## src/rtl/dump_pkg.sv

```systemverilog
// Shared definitions for the post-halt memory dump controller:
// FSM state encodings, the two halt instruction encodings and the
// default drain interval.
package dump_pkg;

    // State register encoding (plain constants so legacy tooling that
    // dumps the raw state vector keeps working).
    typedef logic [2:0] state_t;

    localparam state_t S_IDLE  = 3'd0;
    localparam state_t S_DRAIN = 3'd1;
    localparam state_t S_RD    = 3'd2;
    localparam state_t S_CHK   = 3'd3;
    localparam state_t S_EMIT  = 3'd4;
    localparam state_t S_DONE  = 3'd5;

    // Both encodings the core uses for "halt".
    localparam logic [15:0] HALT_A = 16'b11100_00000000000;
    localparam logic [15:0] HALT_B = 16'b1110011111111111;

    // Cycles the pipeline needs to drain before memory is consistent.
    localparam int DRAIN_CYCLES_DEF = 10;

    // True when an instruction word matches either halt encoding.
    function automatic logic is_halt(input logic [15:0] instr);
        return (instr == HALT_A) || (instr == HALT_B);
    endfunction

endpackage

```

## src/rtl/halt_detect.sv

```systemverilog
// Halt detector: compares the issued instruction against both halt
// encodings. 'hit' is the same-cycle match (only while armed, i.e. the
// controller is idle); 'halted' is the registered sticky flag.
module halt_detect
    import dump_pkg::*;
#(
    parameter int INSTR_W = 16
) (
    input  logic               clk,
    input  logic               reset,
    input  logic [INSTR_W-1:0] instr,
    input  logic               instr_valid,
    input  logic               arm,
    output logic               hit,
    output logic               halted
);

    localparam logic [INSTR_W-1:0] HA = INSTR_W'(HALT_A);
    localparam logic [INSTR_W-1:0] HB = INSTR_W'(HALT_B);

    // Only a real issued instruction can trigger, and only while armed.
    assign hit = arm && instr_valid && ((instr == HA) || (instr == HB));

    // Sticky halted flag; reset has priority over a coincident halt.
    always_ff @(posedge clk) begin
        if (!reset)
            halted <= 1'b0;
        else if (hit)
            halted <= 1'b1;
    end

endmodule

```

## src/rtl/halt_dump_ctrl.sv

```systemverilog
// Post-halt memory dump controller. After a halt is seen it waits
// DRAIN_CYCLES for the pipeline to empty, then reads data memory from
// address 0 to LAST_ADDR, emitting words on a ready/valid stream.
// Optional build macro DUMP_SKIP_ZERO_EN: zero words are skipped
// (neither emitted nor counted). Without it every address is emitted.
module halt_dump_ctrl
    import dump_pkg::*;
#(
    parameter int          DATA_W       = 16,
    parameter int          INSTR_W      = 16,
    parameter int          ADDR_W       = 16,
    parameter int unsigned LAST_ADDR    = 2**ADDR_W - 1,
    parameter int          DRAIN_CYCLES = DRAIN_CYCLES_DEF
) (
    input  logic               clk,
    input  logic               reset,
    input  logic [INSTR_W-1:0] instr_i,
    input  logic               instr_valid_i,
    output logic               mem_rd_o,
    output logic [ADDR_W-1:0]  mem_addr_o,
    input  logic [DATA_W-1:0]  mem_rdata_i,
    output logic               out_valid_o,
    input  logic               out_ready_i,
    output logic [ADDR_W-1:0]  out_addr_o,
    output logic [DATA_W-1:0]  out_data_o,
    output logic               halted_o,
    output logic               done_o,
    output logic [ADDR_W:0]    word_count_o
);

    localparam int               CNT_W      = (DRAIN_CYCLES > 1) ? $clog2(DRAIN_CYCLES) : 1;
    localparam logic [CNT_W-1:0] DRAIN_LAST = CNT_W'(DRAIN_CYCLES - 1);
    localparam logic [ADDR_W-1:0] LAST_A    = ADDR_W'(LAST_ADDR);

    state_t             state, state_nx;
    logic [CNT_W-1:0]   drain_cnt;
    logic [ADDR_W-1:0]  scan_addr;
    logic               hit;
    logic               last;
    logic               skip;

    halt_detect #(
        .INSTR_W (INSTR_W)
    ) u_halt_detect (
        .clk         (clk),
        .reset       (reset),
        .instr       (instr_i),
        .instr_valid (instr_valid_i),
        .arm         (state == S_IDLE),
        .hit         (hit),
        .halted      (halted_o)
    );

    assign last = (scan_addr == LAST_A);

`ifdef DUMP_SKIP_ZERO_EN
    assign skip = (mem_rdata_i == '0);
`else
    assign skip = 1'b0;
`endif

    // Next-state logic; the scan ends on LAST_ADDR instead of wrapping.
    always_comb begin
        state_nx = state;
        case (state)
            S_IDLE:  if (hit) state_nx = S_DRAIN;
            S_DRAIN: if (drain_cnt == DRAIN_LAST) state_nx = S_RD;
            S_RD:    state_nx = S_CHK;
            S_CHK: begin
                if (!skip)
                    state_nx = S_EMIT;
                else
                    state_nx = last ? S_DONE : S_RD;
            end
            S_EMIT:  if (out_ready_i) state_nx = last ? S_DONE : S_RD;
            S_DONE:  state_nx = S_DONE;
            default: state_nx = S_IDLE;
        endcase
    end

    // State register.
    always_ff @(posedge clk) begin
        if (!reset)
            state <= S_IDLE;
        else
            state <= state_nx;
    end

    // Drain counter, scan address, output word capture and word count.
    always_ff @(posedge clk) begin
        if (!reset) begin
            drain_cnt    <= '0;
            scan_addr    <= '0;
            out_addr_o   <= '0;
            out_data_o   <= '0;
            word_count_o <= '0;
        end else begin
            case (state)
                S_IDLE: drain_cnt <= '0;
                S_DRAIN: begin
                    drain_cnt <= drain_cnt + 1'b1;
                    if (drain_cnt == DRAIN_LAST)
                        scan_addr <= '0;
                end
                S_CHK: begin
                    // Capture once; held stable for the whole EMIT phase.
                    out_data_o <= mem_rdata_i;
                    out_addr_o <= scan_addr;
                    if (skip && !last)
                        scan_addr <= scan_addr + 1'b1;
                end
                S_EMIT: begin
                    if (out_ready_i) begin
                        word_count_o <= word_count_o + 1'b1;
                        if (!last)
                            scan_addr <= scan_addr + 1'b1;
                    end
                end
                default: ;
            endcase
        end
    end

    // Strobes are pure state decodes of a registered state, so each is
    // glitch-free and a read lasts exactly one cycle.
    assign mem_rd_o    = (state == S_RD);
    assign mem_addr_o  = scan_addr;
    assign out_valid_o = (state == S_EMIT);
    assign done_o      = (state == S_DONE);

endmodule
```

## config.mk

```make
export PLATFORM = sky130hd
export DESIGN_NAME = halt_dump_ctrl
export DESIGN_NICKNAME = d
export VERILOG_FILES = /design/src/rtl/dump_pkg.sv /design/src/rtl/halt_detect.sv /design/src/rtl/halt_dump_ctrl.sv
export SDC_FILE = /design/constraint.sdc
export NUM_CORES = 1
export LEC_CHECK = 0
export ABC_CLOCK_PERIOD_IN_PS = 5100
export CAP_MARGIN = 0
export CORE_MARGIN = 4
export CORE_UTILIZATION = 49
export DETAILED_ROUTE_END_ITERATION = 6
export PLACE_DENSITY_LB_ADDON = 0.08
export SYNTH_ARGS = -nofsm -noshare
export SYNTH_HDL_FRONTEND = slang
export SYNTH_SLANG_ARGS = --single-unit
```

## constraint.sdc

```tcl
create_clock -name clk -period 5.1 [get_ports clk]
set_input_delay 1.53 -clock clk [delete_from_list [all_inputs] [get_ports clk]]
set_output_delay 1.53 -clock clk [all_outputs]
set_load 0.02 [all_outputs]
```

==> results of run 1 <==
==> power by group <==
part,switching (uW),internal [uW],total [uW]
Clock,196,176,372
Sequential,0.00110,570,570
Combinational,15.8,24.9,40.7
Total,212,770,982
==> layer usage <==
layer	GRT usage	routed length, um	part of all wire	up-vias
met5	0	0	0	-
met4	0.07418	100	0.013	0
met3	0.03818	577	0.075	11
met2	0.3148	3443	0.45	95
met1	0.2827	3572	0.46	1364
li1	-	-	-	1530
==> flip-flops by register name, summed over array words and instances, names as in the netlist <==
| name | flops |
|---|---|
| drain_cnt | 4 |
| mem_addr_o | 16 |
| out_addr_o | 16 |
| out_data_o | 16 |
| state | 3 |
| u_halt_detect.halted | 1 |
| word_count_o | 17 |
==> worst max path at each step <==
stage	start	end	slack (ns)	depth (start not counted)
6_report	state[0]	done_o	1.64	3
5_1_grt	state[0]	done_o	1.52	3
4_1_cts	state[0]	done_o	1.63	3
3_5_place_dp	out_ready_i	word_count_o[10]	1.57	5
3_3_place_gp	out_ready_i	word_count_o[16]	1.62	6
2_1_floorplan	out_ready_i	word_count_o[10]	2.31	5
==> kinds of logic (layout without fill, tap and decap cells) <==
kind of cell / count (synthesis) / after routing
simple gates: 192 / 192
flops: 73 / 73
compound gates: 66 / 66
xor+xnor: 28 / 28
buf+inv: 27 / 130
fa+ha+maj: 4 / 4
mux: 1 / 1
==> per-stage QoR <==
stage	power, uW	util	cells	worst slack, ns
final	982.1	0.6954	571	1.642
after global routing	1019	0.6954	571	1.519
after CTS	993.2	0.6954	571	1.630
after detailed placement	623.3	0.6706	555	1.574
after global placement	623.0	0.6706	555	1.620
after floorplan	592.8	-	391	2.312
==> worst min-delay path: cells and delay by family (launching register included) <==
family	cells	cell delay (ns)
compound gates	1	0.05
simple gates	1	0.05
flops	1	0.31
==> final cells by class <==
class	instances	area share
flip-flops and latches	73	0.3329
clock inverters	3	0.003990
clock buffers	13	0.03163
repair buffers	106	0.2405
multi-input cells	291	0.3622
inverters	8	0.006840
well taps	77	0.02194
==> cells in the mapped netlist (6+ instances only) <==
master	n
o21ai_0	7
a21oi_1	44
xor2_1	8
a211oi_1	6
dfxtp_1	73
nand4_1	12
nor2_1	43
nor3_1	7
clkbuf_1	12
xnor2_1	20
nand3_1	8
inv_1	7
nand2_1	89
nor4_1	7
==> placed cells by master (no fill, tap or decap), drive strengths merged, types with 6 or more instances in the layout <==
cell and n:
xnor2 20, nor4 7, xor2 8, nand2 89, clkbuf 13, o21ai 7
nor3 7, dfxtp 73, nand4 12, a211oi 6, nand3 8, nor2 43
clkdlybuf4s50 104, inv 8, a21oi 44
==> results.toml, run 1 <==
[logic_synthesis]
syn-cell-area_um2 = 3174
syn_inst = 391
post_synth_and_or_nand_nor_area_fraction = 0.2842
ys.warnings.count = 0
synth_largest_type_area_fraction = 0.4604
synth_xor_area_frac = 0.07726
synth_top_family_by_area = "simple AND/OR/NAND/NOR gates"
async_flop_share = 0
synth_cell_types = 43
synthTopCellsByArea = "dfxtp_1 46%, nand2_1 11%, a21oi_1 6.9%"
syn_nets = 431
synthMuxAreaShare = 0.003153
synth-seq-area-share = 0.4604
synth-compound-area-share = 0.1190
ys_ff_latch = 73
synth.avg_cell_area_um2 = 8.118
synth_largest_area_cell = "dfxtp_1"
synthAdderAreaFrac = 0.01577
synth_edf_count = 0
synth_ff_type = "dfxtp_1"

[place]
gp_congestion = 0.8250
portBuffers = 104
place_area_um2 = 4234
dp_hpwl_um = 5517

[routing]
drc_errors = 0
detail-route-antenna-nets = 0
drt_iter0_drc = 131
vias_per_cell = 5.254
routed_wl_um = 7693
firstDrtPassIters = 4
wl_per_cell_um = 13.47
num_vias = 3000

[min_path]
hold_path_end = "out_data_o[13]"
whs_path_depth = 2
hp-class = "register to register"
min-delay-start = "out_data_o[13]"

[timing]
fin_skew_ns = 0.01023
hold_viol_final = 0
setup_viol = 0
timing.final.max_slew_violations = 0
worstMarginPinSlew_ns = 0.9340
setup_tns_ns = 0
relSlewSlack = 0.3764
fmax_mhz = 289.1
period_needed_ns = 3.458
fin_crit_sh = 0.6781
rsz0062_at_grt = "no"
timing.hold.ws_ns = 0.4522

[critical_path]
worstPathCellList = "inv_1 > nor2_1 > clkdlybuf4s50_1"
cp_slowest_cell = "clkdlybuf4s50_1"
crit_type = "register to primary output"
reg2reg_to = "mem_addr_o[4]"
critical_path.max_stage_delay_ns = 0.63
reg2reg_from = "state[0]"
end_kind = "primary output"
r2r_setup_slack_ns = 2.74
cp_num_buf_inv = 2
reg2regPathDepth = 5
critPathMaxFanout = 11
cp.required_ns = 3.57
crit_arrival_ns = 1.93
critPathLaunchType = "register"
cp_top_family = "buffers and inverters"

[grt]
track_usage = 0.2031
antenna_found_initial = 0
grt_max_degree = 55
grt_overflow = 0
grt_pass1_wl_um = 12590
grt_pass1_vias = 2689

[power_and_ir_drop]
peakVddDrop_mv = 0.1326
p_leak_uw = 0.001395
power_density_nw_per_um2 = 223.7

[clock_tree]
holdBufCountCts = 0
cts_buffer_depth = 2
cts_buffers = 9
path_clk_slew_ns = 0.07
htree_levels = 3
numClockSinks = 73
cts_root_buf = "clkbuf_8"
post_cts_buffers = 0
cts_tree = "yes"
clock_latency_ns = 0.33
cts_resized = 0

[layout]
multi_input_area_um2 = 1590
seqCellArea_um2 = 1461
design_area_um2 = 4390
antenna_cells = 0
area_growth_pct = 38.31
n_fill_cell = 545
nNetsFinal = 529
layout-drive-gt1-share = 0.04656

[run_status]
status = "finished clean"

[die]
core_area_um2 = 6314
dieArea_um2 = 7830
dieHeight_um = 88.49
num_rows = 29
design.portCount = 105
initial_core_util = 0.5028
die_w_um = 88.49

[flow_run]
maxCapViolCount = 0
No activity file was read; power rests on OpenSTA's default activity.
==> inputs of run 2 (changes only) <==
- ABC_CLOCK_PERIOD_IN_PS: 5100 -> 3600
- CORE_UTILIZATION: 49 -> 46
- clock period: 5.1 -> 3.6 ns (I/O delays scaled with it)
==> results.toml, run 2 (same netlist as run 1, synthesis figures left out) <==
[clock_tree]
numClockSinks = 73
clock_latency_ns = 0.33
cts_tree = "yes"
post_cts_buffers = 0
htree_levels = 3
cts_buffer_depth = 2
holdBufCountCts = 0
cts_buffers = 9
cts_resized = 0
cts_root_buf = "clkbuf_8"
path_clk_slew_ns = 0.07

[place]
dp_hpwl_um = 5684
place_area_um2 = 4268
gp_congestion = 0.8467
portBuffers = 104

[timing]
setup_viol = 0
rsz0062_at_grt = "no"
relSlewSlack = 0.5863
fin_crit_sh = 0.8351
worstMarginPinSlew_ns = 0.6149
hold_viol_final = 0
setup_tns_ns = 0
fmax_mhz = 332.6
timing.final.max_slew_violations = 0
period_needed_ns = 3.007
fin_skew_ns = 0.006908

[die]
dieArea_um2 = 8294
design.portCount = 105
core_area_um2 = 6756
initial_core_util = 0.4698
dieHeight_um = 91.07
num_rows = 30
die_w_um = 91.07

[routing]
num_vias = 3019
top_layer = "met4"
detail-route-antenna-nets = 0
firstDrtPassIters = 4
met2_length_um = 3497
drt-met1-wl_um = 3771
drc_errors = 0
drt_iter0_drc = 96
routed_wl_um = 7880
vias_per_cell = 5.223
wl_per_cell_um = 13.63
met3_length_um = 500

[layout]
antenna_cells = 0
layout_commonest_cell = "clkdlybuf4s50_1"
n_fill_cell = 607
multi_input_area_um2 = 1590
final_cell_mix = "104 x clkdlybuf4s50_1, 89 x nand2_1, 73 x dfxtp_1, 44 x a21oi_1, 43 x nor2_1"
largest_register_ffs = 17
layout-drive-gt1-share = 0.05622
seqCellArea_um2 = 1461
top_register = "word_count_o"
design_area_um2 = 4457
nNetsFinal = 533
area_growth_pct = 40.40

[run_status]
status = "finished clean"

[critical_path]
r2r_setup_slack_ns = 1.50
end_kind = "primary output"
critPathLaunchType = "register"
crit_type = "register to primary output"
critPathMaxFanout = 11
crit_arrival_ns = 1.93
cp.required_ns = 2.52

[power_and_ir_drop]
fin_total_pwr_uw = 1496
power_density_nw_per_um2 = 335.7
peakVddDrop_mv = 0.2313
p_leak_uw = 0.001435

[grt]
grt_overflow = 0
grt_max_degree = 34
grt_pass1_vias = 2730
grt_pass1_wl_um = 13000
track_usage = 0.1903
antenna_found_initial = 0

[flow_run]
maxCapViolCount = 0

[min_path]
hp-class = "register to register"
==> run 2: metal layers <==
metal | vias to the layer above | GRT usage
li1 | 1534 | -
met1 | 1376 | 0.2566
met2 | 98 | 0.2974
met3 | 11 | 0.04474
met4 | 0 | 0.06784
met5 | - | 0
==> run 2: report_power, final <==
group	internal (uW)	switching, uW	leakage [uW]	total (uW)
logic	38.2	22.9	0.000750	61.1
registers	807	0.00144	0.000588	807
clock network	338	290	0.0000974	628
total	1180	313	0.00143	1500
==> run 2: path summary, 6_finish.rpt <==
kind                  startpoint              to  depth (start not counted)
setup / recovery        state[0]          done_o                          3
hold / removal    out_data_o[10]  out_data_o[10]                          2
setup reg to reg        state[0]  mem_addr_o[14]                          5
hold reg to reg   out_data_o[10]  out_data_o[10]                          2
==> run 2: critical path, stage by stage, from the launching register on <==
cell             delay, ns
dfxtp_1               0.53
inv_1                 0.23
nor2_1                0.20
clkdlybuf4s50_1       0.64
==> run 2: cell type report <==
cell class,count,share of cell area
clock buffers,13,0.03341
repair buffers,110,0.2437
clock inverters,3,0.008984
inverters,8,0.006738
well taps,80,0.02246
flip-flops and latches,73,0.3279
multi-input cells,291,0.3568
==> run 2: per-stage QoR <==
stage | worst slack [ns] | hold WS (ns) | instances | util
final | 0.5935 | 0.4543 | 578 | 0.6596
after global routing | 0.4703 | 0.4741 | 578 | 0.6596
after CTS | 0.5765 | 0.4564 | 578 | 0.6596
after detailed placement | 0.5537 | 0.4457 | 562 | 0.6317
after global placement | 0.5994 | 0.4410 | 562 | 0.6317
after floorplan | 1.262 | 0.4577 | 391 | -
==> inputs of run 3 (changes only) <==
- ABC_CLOCK_PERIOD_IN_PS: 3600 -> 2800
- clock period: 3.6 -> 2.8 ns (I/O delays scaled with it)
==> results.toml, run 3 (same netlist as run 1, synthesis figures left out) <==
[power_and_ir_drop]
power_switching_uw = 415.5
intPower_uw = 1639
peakVddDrop_mv = 0.2413
p_comb_frac = 0.040
power_frac_seq = 0.505
clkPwrFrac = 0.455
swShare = 0.2022
power_density_nw_per_um2 = 451.7
p_leak_uw = 0.001475

[timing]
fin_skew_ns = 0.006484
hold_viol_final = 0
timing.hold.ws_ns = 0.4568
relSlewSlack = 0.6934
setup_tns_ns = 0
period_needed_ns = 2.657
timing.final.max_slew_violations = 0
fin_crit_sh = 0.9490
worstMarginPinSlew_ns = 0.4552
rsz0062_at_grt = "no"
fmax_mhz = 376.3
setup_viol = 0

[grt]
grt_overflow = 0
grt_max_degree = 42
grt_pass1_vias = 2907
grt_pass1_wl_um = 13970
track_usage = 0.2044
antenna_found_initial = 0

[place]
portBuffers = 104
dp_hpwl_um = 5892
gp_congestion = 0.7822

[die]
dieHeight_um = 91.07
initial_core_util = 0.4698
core_area_um2 = 6756
dieArea_um2 = 8294
die_w_um = 91.07
num_rows = 30
design.portCount = 105

[layout]
n_fill_cell = 576
area_growth_pct = 43.28
utilization = 0.6731
layout_commonest_cell = "clkdlybuf4s50_1"
top_register = "word_count_o"
antenna_cells = 0
multi_input_area_um2 = 1590
seqCellArea_um2 = 1461
largest_register_ffs = 17
final_cell_mix = "104 x clkdlybuf4s50_1, 89 x nand2_1, 73 x dfxtp_1, 44 x a21oi_1, 43 x nor2_1"
nNetsFinal = 538
layout-drive-gt1-share = 0.06958

[critical_path]
r2r_setup_slack_ns = 0.68
cp_slowest_cell = "clkdlybuf4s50_1"
cp_top_family = "buffers and inverters"
crit_type = "register to primary output"
critical_path.max_stage_delay_ns = 0.63
reg2reg_to = "mem_addr_o[10]"
critPathLaunchType = "register"
reg2reg_from = "state[0]"
cp_num_buf_inv = 2
cp.required_ns = 1.96
critPathMaxFanout = 11
reg2regPathDepth = 6
end_kind = "primary output"
crit_arrival_ns = 1.82
worstPathCellList = "inv_1 > nor2_1 > clkdlybuf4s50_1"

[min_path]
min-delay-start = "out_addr_o[4]"
hold_path_end = "out_addr_o[4]"
whs_path_depth = 2
hp-class = "register to register"

[routing]
routed_wl_um = 8104
num_vias = 3056
detail-route-antenna-nets = 0
firstDrtPassIters = 6
drc_errors = 0
vias_per_cell = 5.242
drt_iter0_drc = 170
wl_per_cell_um = 13.90

[flow_run]
maxCapViolCount = 0

[clock_tree]
numClockSinks = 73
post_cts_buffers = 0
cts_resized = 0
cts_buffers = 9
clock_latency_ns = 0.34
cts_root_buf = "clkbuf_8"
holdBufCountCts = 0
path_clk_slew_ns = 0.08
htree_levels = 3
cts_tree = "yes"
cts_buffer_depth = 2

[run_status]
status = "finished clean"
run 3: cell count changes in the layout (fill, tap and decap cells not counted), sizes merged:
cell	change
buf	+5
clkinv	-2
clkinvlp	+2
bufinv	+1
clkbuf	-1
run 3: power groups by stage:
stage	combinational [uW]	sequential, uW	clock (uW)
after floorplan	18.3	1060	0
after global placement	80.5	1060	0
after detailed placement	81.8	1060	0
after CTS	82.2	1040	958
after global routing	88.2	1040	1010
final	81.8	1040	936
run 3: area by class of cell:
| cell class | instances | area share |
|---|---|---|
| Clock inverter | 4 | 0.01651 |
| Timing Repair Buffer | 115 | 0.2498 |
| Clock buffer | 12 | 0.03411 |
| Inverter | 8 | 0.006602 |
| Tap cell | 80 | 0.02201 |
| Multi-Input combinational cell | 291 | 0.3497 |
| Sequential cell | 73 | 0.3213 |
run 3: worst max path at each step:
stage	from	to	slack, ns	depth (start not counted)
2_1_floorplan	out_ready_i	word_count_o[10]	0.70	5
4_1_cts	state[0]	done_o	0.13	3
3_3_place_gp	out_ready_i	word_count_o[14]	0.07	5
3_5_place_dp	out_ready_i	word_count_o[10]	0.01	5
5_1_grt	state[0]	done_o	0.05	3
6_report	state[0]	done_o	0.14	3
run 3: worst min-delay path, delay by kind of cell, from the launching register on:
kind,cells,cell delay [ns]
AND/OR/NAND/NOR,1,0.05
flip-flops,1,0.31
AO/OA/AOI/OAI,1,0.05
run 3: per-stage QoR:
step	total power, uW	cell area, um^2	setup slack [ns]	std cells
finish	2055	4548	0.1429	583
global route	2131	4548	0.04622	583
CTS	2077	4548	0.1290	583
detailed placement	1143	4318	0.01255	567
global placement	1142	4318	0.07292	567
floorplan	1080	3174	0.7017	391
run 3: layer usage:
metal / part of all wire / vias to the layer above / GRT usage
li1: - / 1545 / -
met1: 0.48 / 1412 / 0.2823
met2: 0.45 / 89 / 0.3121
met3: 0.053 / 10 / 0.04308
met4: 0.016 / 0 / 0.07915
met5: 0 / - / 0
